**src/rtl/multicycle_control.sv**
```systemverilog
// Multicycle sequencer for the RV64 load/store/branch datapath.
// A registered FETCH/DECODE/EXEC/MEM/WB state machine drives PC, IR and
// register-file enables, data-memory strobes and ALU selects; it waits on
// instruction/data memory ready, traps on unsupported opcodes and keeps
// active-cycle and retired-instruction counters.
module multicycle_control #(
  parameter int CNT_W = 64
) (
  input  logic             i_clk,
  input  logic             i_reset,        // asynchronous, active-low
  input  logic             i_run,
  input  logic [6:0]       i_opcode,
  input  logic             i_zero,
  input  logic             i_imem_ready,
  input  logic             i_dmem_ready,
  output logic             o_imem_req,
  output logic             o_ir_write,
  output logic             o_pc_write,
  output logic             o_pc_src,
  output logic             o_reg_write,
  output logic             o_mem_read,
  output logic             o_mem_write,
  output logic             o_mem_to_reg,
  output logic             o_alu_src,
  output logic [1:0]       o_alu_op,
  output logic             o_illegal,
  output logic [2:0]       o_state,
  output logic [CNT_W-1:0] o_cycle_count,
  output logic [CNT_W-1:0] o_instret_count
);

  localparam logic [6:0] OP_R      = 7'b0110011;
  localparam logic [6:0] OP_I      = 7'b0010011;
  localparam logic [6:0] OP_LOAD   = 7'b0000011;
  localparam logic [6:0] OP_STORE  = 7'b0100011;
  localparam logic [6:0] OP_BRANCH = 7'b1100011;

  localparam logic [1:0] ALU_ADD    = 2'b00;
  localparam logic [1:0] ALU_BRANCH = 2'b01;
  localparam logic [1:0] ALU_FUNCT  = 2'b10;

  localparam logic [CNT_W-1:0] CNT_ONE = {{(CNT_W-1){1'b0}}, 1'b1};

  typedef enum logic [2:0] {
    ST_IDLE   = 3'd0,
    ST_FETCH  = 3'd1,
    ST_DECODE = 3'd2,
    ST_EXEC   = 3'd3,
    ST_MEM    = 3'd4,
    ST_WB     = 3'd5,
    ST_TRAP   = 3'd6,
    ST_UNUSED = 3'd7
  } state_t;

  state_t           r_state;
  state_t           w_next_state;
  logic [6:0]       r_opcode;
  logic             r_illegal;
  logic [CNT_W-1:0] r_cycle_count;
  logic [CNT_W-1:0] r_instret_count;
  logic             w_supported;
  logic             w_retire;
  logic             w_count_cycle;

  // Opcode classification used only while the IR is being decoded.
  always_comb begin
    w_supported = 1'b0;
    case (i_opcode)
      OP_R, OP_I, OP_LOAD, OP_STORE, OP_BRANCH: w_supported = 1'b1;
      default:                                  w_supported = 1'b0;
    endcase
  end

  // Next-state and combinational strobes; everything defaults to 0 / hold.
  always_comb begin
    w_next_state = r_state;
    w_retire     = 1'b0;
    o_imem_req   = 1'b0;
    o_ir_write   = 1'b0;
    o_pc_write   = 1'b0;
    o_pc_src     = 1'b0;
    o_reg_write  = 1'b0;
    o_mem_read   = 1'b0;
    o_mem_write  = 1'b0;
    o_mem_to_reg = 1'b0;
    o_alu_src    = 1'b0;
    o_alu_op     = ALU_ADD;
    case (r_state)
      ST_IDLE: begin
        if (i_run) w_next_state = ST_FETCH;
      end
      ST_FETCH: begin
        o_imem_req = 1'b1;
        if (i_imem_ready) begin
          o_ir_write   = 1'b1;
          w_next_state = ST_DECODE;
        end
      end
      ST_DECODE: begin
        w_next_state = w_supported ? ST_EXEC : ST_TRAP;
      end
      ST_EXEC: begin
        case (r_opcode)
          OP_R: begin
            o_alu_op     = ALU_FUNCT;
            w_next_state = ST_WB;
          end
          OP_I: begin
            o_alu_src    = 1'b1;
            o_alu_op     = ALU_FUNCT;
            w_next_state = ST_WB;
          end
          OP_LOAD, OP_STORE: begin
            o_alu_src    = 1'b1;
            w_next_state = ST_MEM;
          end
          OP_BRANCH: begin
            o_alu_op   = ALU_BRANCH;
            o_pc_write = 1'b1;
            o_pc_src   = i_zero;
            w_retire   = 1'b1;
          end
          default: w_next_state = ST_IDLE;
        endcase
      end
      ST_MEM: begin
        // Address computation stays selected while the access is pending.
        o_alu_src = 1'b1;
        if (r_opcode == OP_LOAD) begin
          o_mem_read = 1'b1;
          if (i_dmem_ready) w_next_state = ST_WB;
        end else begin
          o_mem_write = 1'b1;
          if (i_dmem_ready) begin
            o_pc_write = 1'b1;
            w_retire   = 1'b1;
          end
        end
      end
      ST_WB: begin
        o_reg_write  = 1'b1;
        o_mem_to_reg = (r_opcode == OP_LOAD);
        o_pc_write   = 1'b1;
        w_retire     = 1'b1;
      end
      ST_TRAP: begin
        w_next_state = ST_TRAP;
      end
      default: w_next_state = ST_IDLE;
    endcase
    // run is only looked at on an instruction boundary.
    if (w_retire) w_next_state = i_run ? ST_FETCH : ST_IDLE;
  end

  assign w_count_cycle = (r_state != ST_IDLE) && (r_state != ST_TRAP);

  // State register.
  always_ff @(posedge i_clk or negedge i_reset) begin
    if (!i_reset) r_state <= ST_IDLE;
    else          r_state <= w_next_state;
  end

  // Capture the opcode in DECODE so later states ignore IR changes.
  always_ff @(posedge i_clk or negedge i_reset) begin
    if (!i_reset)                 r_opcode <= 7'd0;
    else if (r_state == ST_DECODE) r_opcode <= i_opcode;
  end

  // Sticky illegal-opcode flag, cleared only by reset.
  always_ff @(posedge i_clk or negedge i_reset) begin
    if (!i_reset)                                   r_illegal <= 1'b0;
    else if ((r_state == ST_DECODE) && !w_supported) r_illegal <= 1'b1;
  end

  // Free-wrapping active-cycle and retired-instruction counters.
  always_ff @(posedge i_clk or negedge i_reset) begin
    if (!i_reset) begin
      r_cycle_count   <= '0;
      r_instret_count <= '0;
    end else begin
      if (w_count_cycle) r_cycle_count   <= r_cycle_count + CNT_ONE;
      if (w_retire)      r_instret_count <= r_instret_count + CNT_ONE;
    end
  end

  assign o_illegal       = r_illegal;
  assign o_state         = r_state;
  assign o_cycle_count   = r_cycle_count;
  assign o_instret_count = r_instret_count;

endmodule
```
**config.mk**
```make
export PLATFORM = sky130hd
export DESIGN_NAME = multicycle_control
export DESIGN_NICKNAME = d
export VERILOG_FILES = /design/src/rtl/multicycle_control.sv
export SDC_FILE = /design/constraint.sdc
export NUM_CORES = 1
export LEC_CHECK = 0
export BUFFER_PORTS_ARGS = -buffer_cell sky130_fd_sc_hd__buf_2
export CAP_MARGIN = 20
export CORE_ASPECT_RATIO = 0.75
export CORE_MARGIN = 2
export CORE_UTILIZATION = 50
export DETAILED_ROUTE_END_ITERATION = 6
export PLACE_DENSITY = 0.75
export SLEW_MARGIN = 25
export SYNTH_ARGS = -nofsm -noshare
export SYNTH_HDL_FRONTEND = slang
export SYNTH_SLANG_ARGS = --single-unit
export TNS_END_PERCENT = 100
```
**constraint.sdc**
```tcl
create_clock -name i_clk -period 4.4 [get_ports i_clk]
set_input_delay 0 -clock i_clk [delete_from_list [all_inputs] [get_ports i_clk]]
set_output_delay 0 -clock i_clk [all_outputs]
set_load 0.03 [all_outputs]
```
==> run_results.csv <==
group,metric,value,unit
outcome,status,"completed",
drt,wl_per_cell,16.7,um
global_route,grt_pass1_wl,25.4,mm
placement,gp_congestion,0.876,
worst_setup_path,crit_required,4700,ps
worst_setup_path,start_kind,"flip-flop",
pwr,peakVddDrop,0.272,mV
finish,drive_above_1_share,27.0,%
pwr,power_switching,1.08,mW
sta,max_freq,325,MHz
clock_tree,root_buffer,"clkbuf_16",
sta,slew_viol_final,0,
pwr,p_seq_share,40.2,%
drt,firstDrtPassIters,5,
clock_tree,cts_tree,"built",
run,drv_cap,0,
logic_synthesis,synth_nets,618,
worst_setup_path,crit_path_max_fanout,16,
clock_tree,clock_latency,420,ps
sta,timing.final.crit_period,3080,ps
drt,vias_per_cell,5.55,
pwr,pwr-share-comb,16.5,%
floorplan,pin_count,156,
pwr,p_leak,4.22,nW
floorplan,die-area,14000,sq um
drt,via_count,5352,
pwr,pwr_density_cell,455,nW/um^2
clock_tree,cts_resized,0,
floorplan,rows,36,
sta,hold_viol,0,
logic_synthesis,yosys.cell_types.count,47,
logic_synthesis,syn_inst,603,
worst_setup_path,cp_data_arrival_time,3380,ps
clock_tree,cts.clk_slew.worst_paths,60,ps
placement,portBuffers,155,
floorplan,die_x,136,um
clock_tree,cts.sinks,139,
drt,drt_iter0_drc,359,
sta,period_share,70.0,%
logic_synthesis,postSynthAreaPerCell,10.9,sq um
global_route,grt_pass1_vias,4973,
finish,fillCellCount,1030,
global_route,grt_remaining_overflow,0,
pwr,p_clk_share,43.3,%
drt,final_antenna_net_count,0,
worst_setup_path,crit_type,"flip-flop to flip-flop",
pwr,power_report.internal_total,2.70,mW
sta,tightest_slew,981,ps
clock_tree,cts_buffer_depth,2,
floorplan,initial_core_util,50.8,%
finish,area_growth_syn_to_layout,27.1,%
logic_synthesis,netlist_area,6550,sq um
floorplan,core_area,12900,sq um
floorplan,fp.dieH,103,um
finish,diodes,0,
logic_synthesis,yosys_warnings,0,
pwr,power,3.79,mW
global_route,track_usage,23.3,%
logic_synthesis,yosysSeqAreaShare,53.1,%
sta,finalSetupTns,0,ps
worst_hold_path,min_path_type,"input pin to async pin",
logic_synthesis,ys_seq_elements,139,
placement,dp.final_hpwl,11.5,mm
global_route,grt_antenna_before_repair,0,
sta,finClkSkew,15.2,ps
sta,rsz0062_at_grt,"false",
clock_tree,cts_buffers,17,
drt,drc,0,
drt,routed_wl,16.1,mm
worst_setup_path,endpoint_kind,"flip-flop",
finish,nets,796,
sta,setup_violations,0,
pwr,switching_share,28.6,%
sta,relSlewSlack,34.1,%
global_route,grt_max_degree,105,
clock_tree,htree_num_levels,4,
-- layout by cell type (no fill, tap or decap), drive strengths merged, types with 2 or more instances in the layout --
cell	Yosys	final
a21o	2	2
a21oi	2	2
and2	9	9
and3	23	23
and4	11	11
buf	6	157
bufinv	0	6
clkbuf	3	20
clkinv	0	6
dfrtp	139	139
dlygate4sd3	0	11
ha	2	2
inv	17	17
mux2	8	8
nand2	55	55
nand2b	2	2
nand3	40	40
nand3b	2	2
nand4	49	49
nor2	40	40
nor2b	2	2
nor3	31	31
nor3b	2	2
nor4	11	11
o21ai	4	4
or2	2	2
or3	4	4
or4	2	2
xnor2	85	85
xor2	42	42
-- sequential cells by signal (all words and copies together), names as in the netlist --
| register | flops |
|---|---|
| r_opcode | 7 |
| o_cycle_count | 64 |
| o_illegal | 1 |
| o_state | 3 |
| o_instret_count | 64 |
-- power by group through the flow --
| stage | clock [mW] | sequential [mW] | combinational (mW) |
|---|---|---|---|
| 3_5_place_dp | 0 | 1.54 | 0.607 |
| 6_report | 1.64 | 1.52 | 0.625 |
| 2_1_floorplan | 0 | 1.62 | 0.337 |
| 3_3_place_gp | 0 | 1.53 | 0.589 |
| 5_1_grt | 1.72 | 1.54 | 0.681 |
| 4_1_cts | 1.66 | 1.52 | 0.625 |
-- metrics by stage --
stage / utilization (%) / area (sq um) / worst slack, ps / hold WS [ps] / instances
after global placement: 58.2 / 7500 / 1680 / 166 / 921
after detailed placement: 58.3 / 7500 / 1530 / 175 / 921
after global routing: 64.6 / 8320 / 1110 / 22.2 / 965
after CTS: 64.3 / 8290 / 1320 / 263 / 964
final: 64.6 / 8320 / 1320 / 11.3 / 965
after floorplan: - / 6550 / 1920 / -296 / 603
-- path summary, 6_finish.rpt --
check | cells after the start | endpoint | slack, ps | from
max | 7 | o_state[0]$_DFFE_PN0P_ | 1320 | o_state[0]$_DFFE_PN0P_
min in group i_clk | 6 | o_instret_count[1]$_DFFE_PN0P_ | 280 | i_dmem_ready
min | 2 | o_cycle_count[13]$_DFFE_PN0P_ | 10 | i_reset
max in group asynchronous | 4 | o_cycle_count[1]$_DFFE_PN0P_ | 3210 | i_reset
min reg2reg | 1 | o_illegal$_DFFE_PN0P_ | 450 | o_illegal$_DFFE_PN0P_
max reg2reg | 7 | o_state[0]$_DFFE_PN0P_ | 1320 | o_state[0]$_DFFE_PN0P_
-- critical path: stages (launching register included) --
cell and delay (ps):
dfrtp_1 570, nor4_1 340, nand2b_1 80, a21oi_1 710, inv_1 410, nand2_1 170
o221ai_1 110, dlygate4sd3_1 560
-- metal layers --
layer	track usage, %	wire length (um)	vias up
met4	8.73	257	0
met2	36.0	7410	195
li1	-	-	2475
met5	0	0	-
met3	6.15	1040	29
met1	31.9	7420	2653
-- synthesized netlist by cell type (all sizes together) --
master | instances | area share [%]
a31oi | 1 | 0.096
nor4b | 1 | 0.36
nor2b | 2 | 0.19
nor4 | 11 | 1.5
mux2 | 8 | 1.4
nor3b | 2 | 0.31
or4 | 2 | 0.29
xnor2 | 85 | 11
nor2 | 40 | 2.3
o221ai | 1 | 0.13
a21o | 2 | 0.23
o211ai | 1 | 0.11
a21oi | 2 | 0.15
dfrtp | 139 | 53
or2 | 2 | 0.19
xor2 | 42 | 5.6
o21ai | 4 | 0.31
nand3 | 40 | 3.1
inv | 17 | 0.97
o2111ai | 1 | 0.13
nand4bb | 1 | 0.42
ha | 2 | 0.38
nand4 | 49 | 4.7
and2 | 9 | 0.86
mux2i | 1 | 0.15
nand2b | 2 | 0.19
buf | 6 | 0.55
and4 | 11 | 1.5
and3 | 23 | 2.3
nor3 | 31 | 2.8
nand3b | 2 | 0.42
clkbuf | 3 | 0.19
nand2 | 55 | 3.3
or3 | 4 | 0.38
a211oi | 1 | 0.11
-- repair_timing --
action | 4_1_cts | 5_1_grt
hold buffers | 11 | 0
endpoints found under the hold margin | 114 | 0
buffers inserted | 0 | 0
-- area by class of cell --
type	instances	area, sq um	share of cell area (%)
tap	171	214	2.57
sequential	139	3480	41.8
multi-input combinational	438	2960	35.6
clock inverter	12	218	2.62
inverter	17	63.8	0.767
timing repair buffer	168	927	11.1
clock buffer	20	457	5.49
-- cells by family (layout without fill, tap and decap cells) --
group	after synthesis	count (layout)	synth area share, %
buffers and inverters	26	217	1.72
AND/OR/NAND/NOR	287	287	24.9
adder cells (fa/ha/maj)	2	2	0.382
AO/OA/AOI/OAI	13	13	1.28
multiplexers	9	9	1.53
flip-flops	139	139	53.1
XOR/XNOR	127	127	17.0
(Power assumes the default switching activity.)
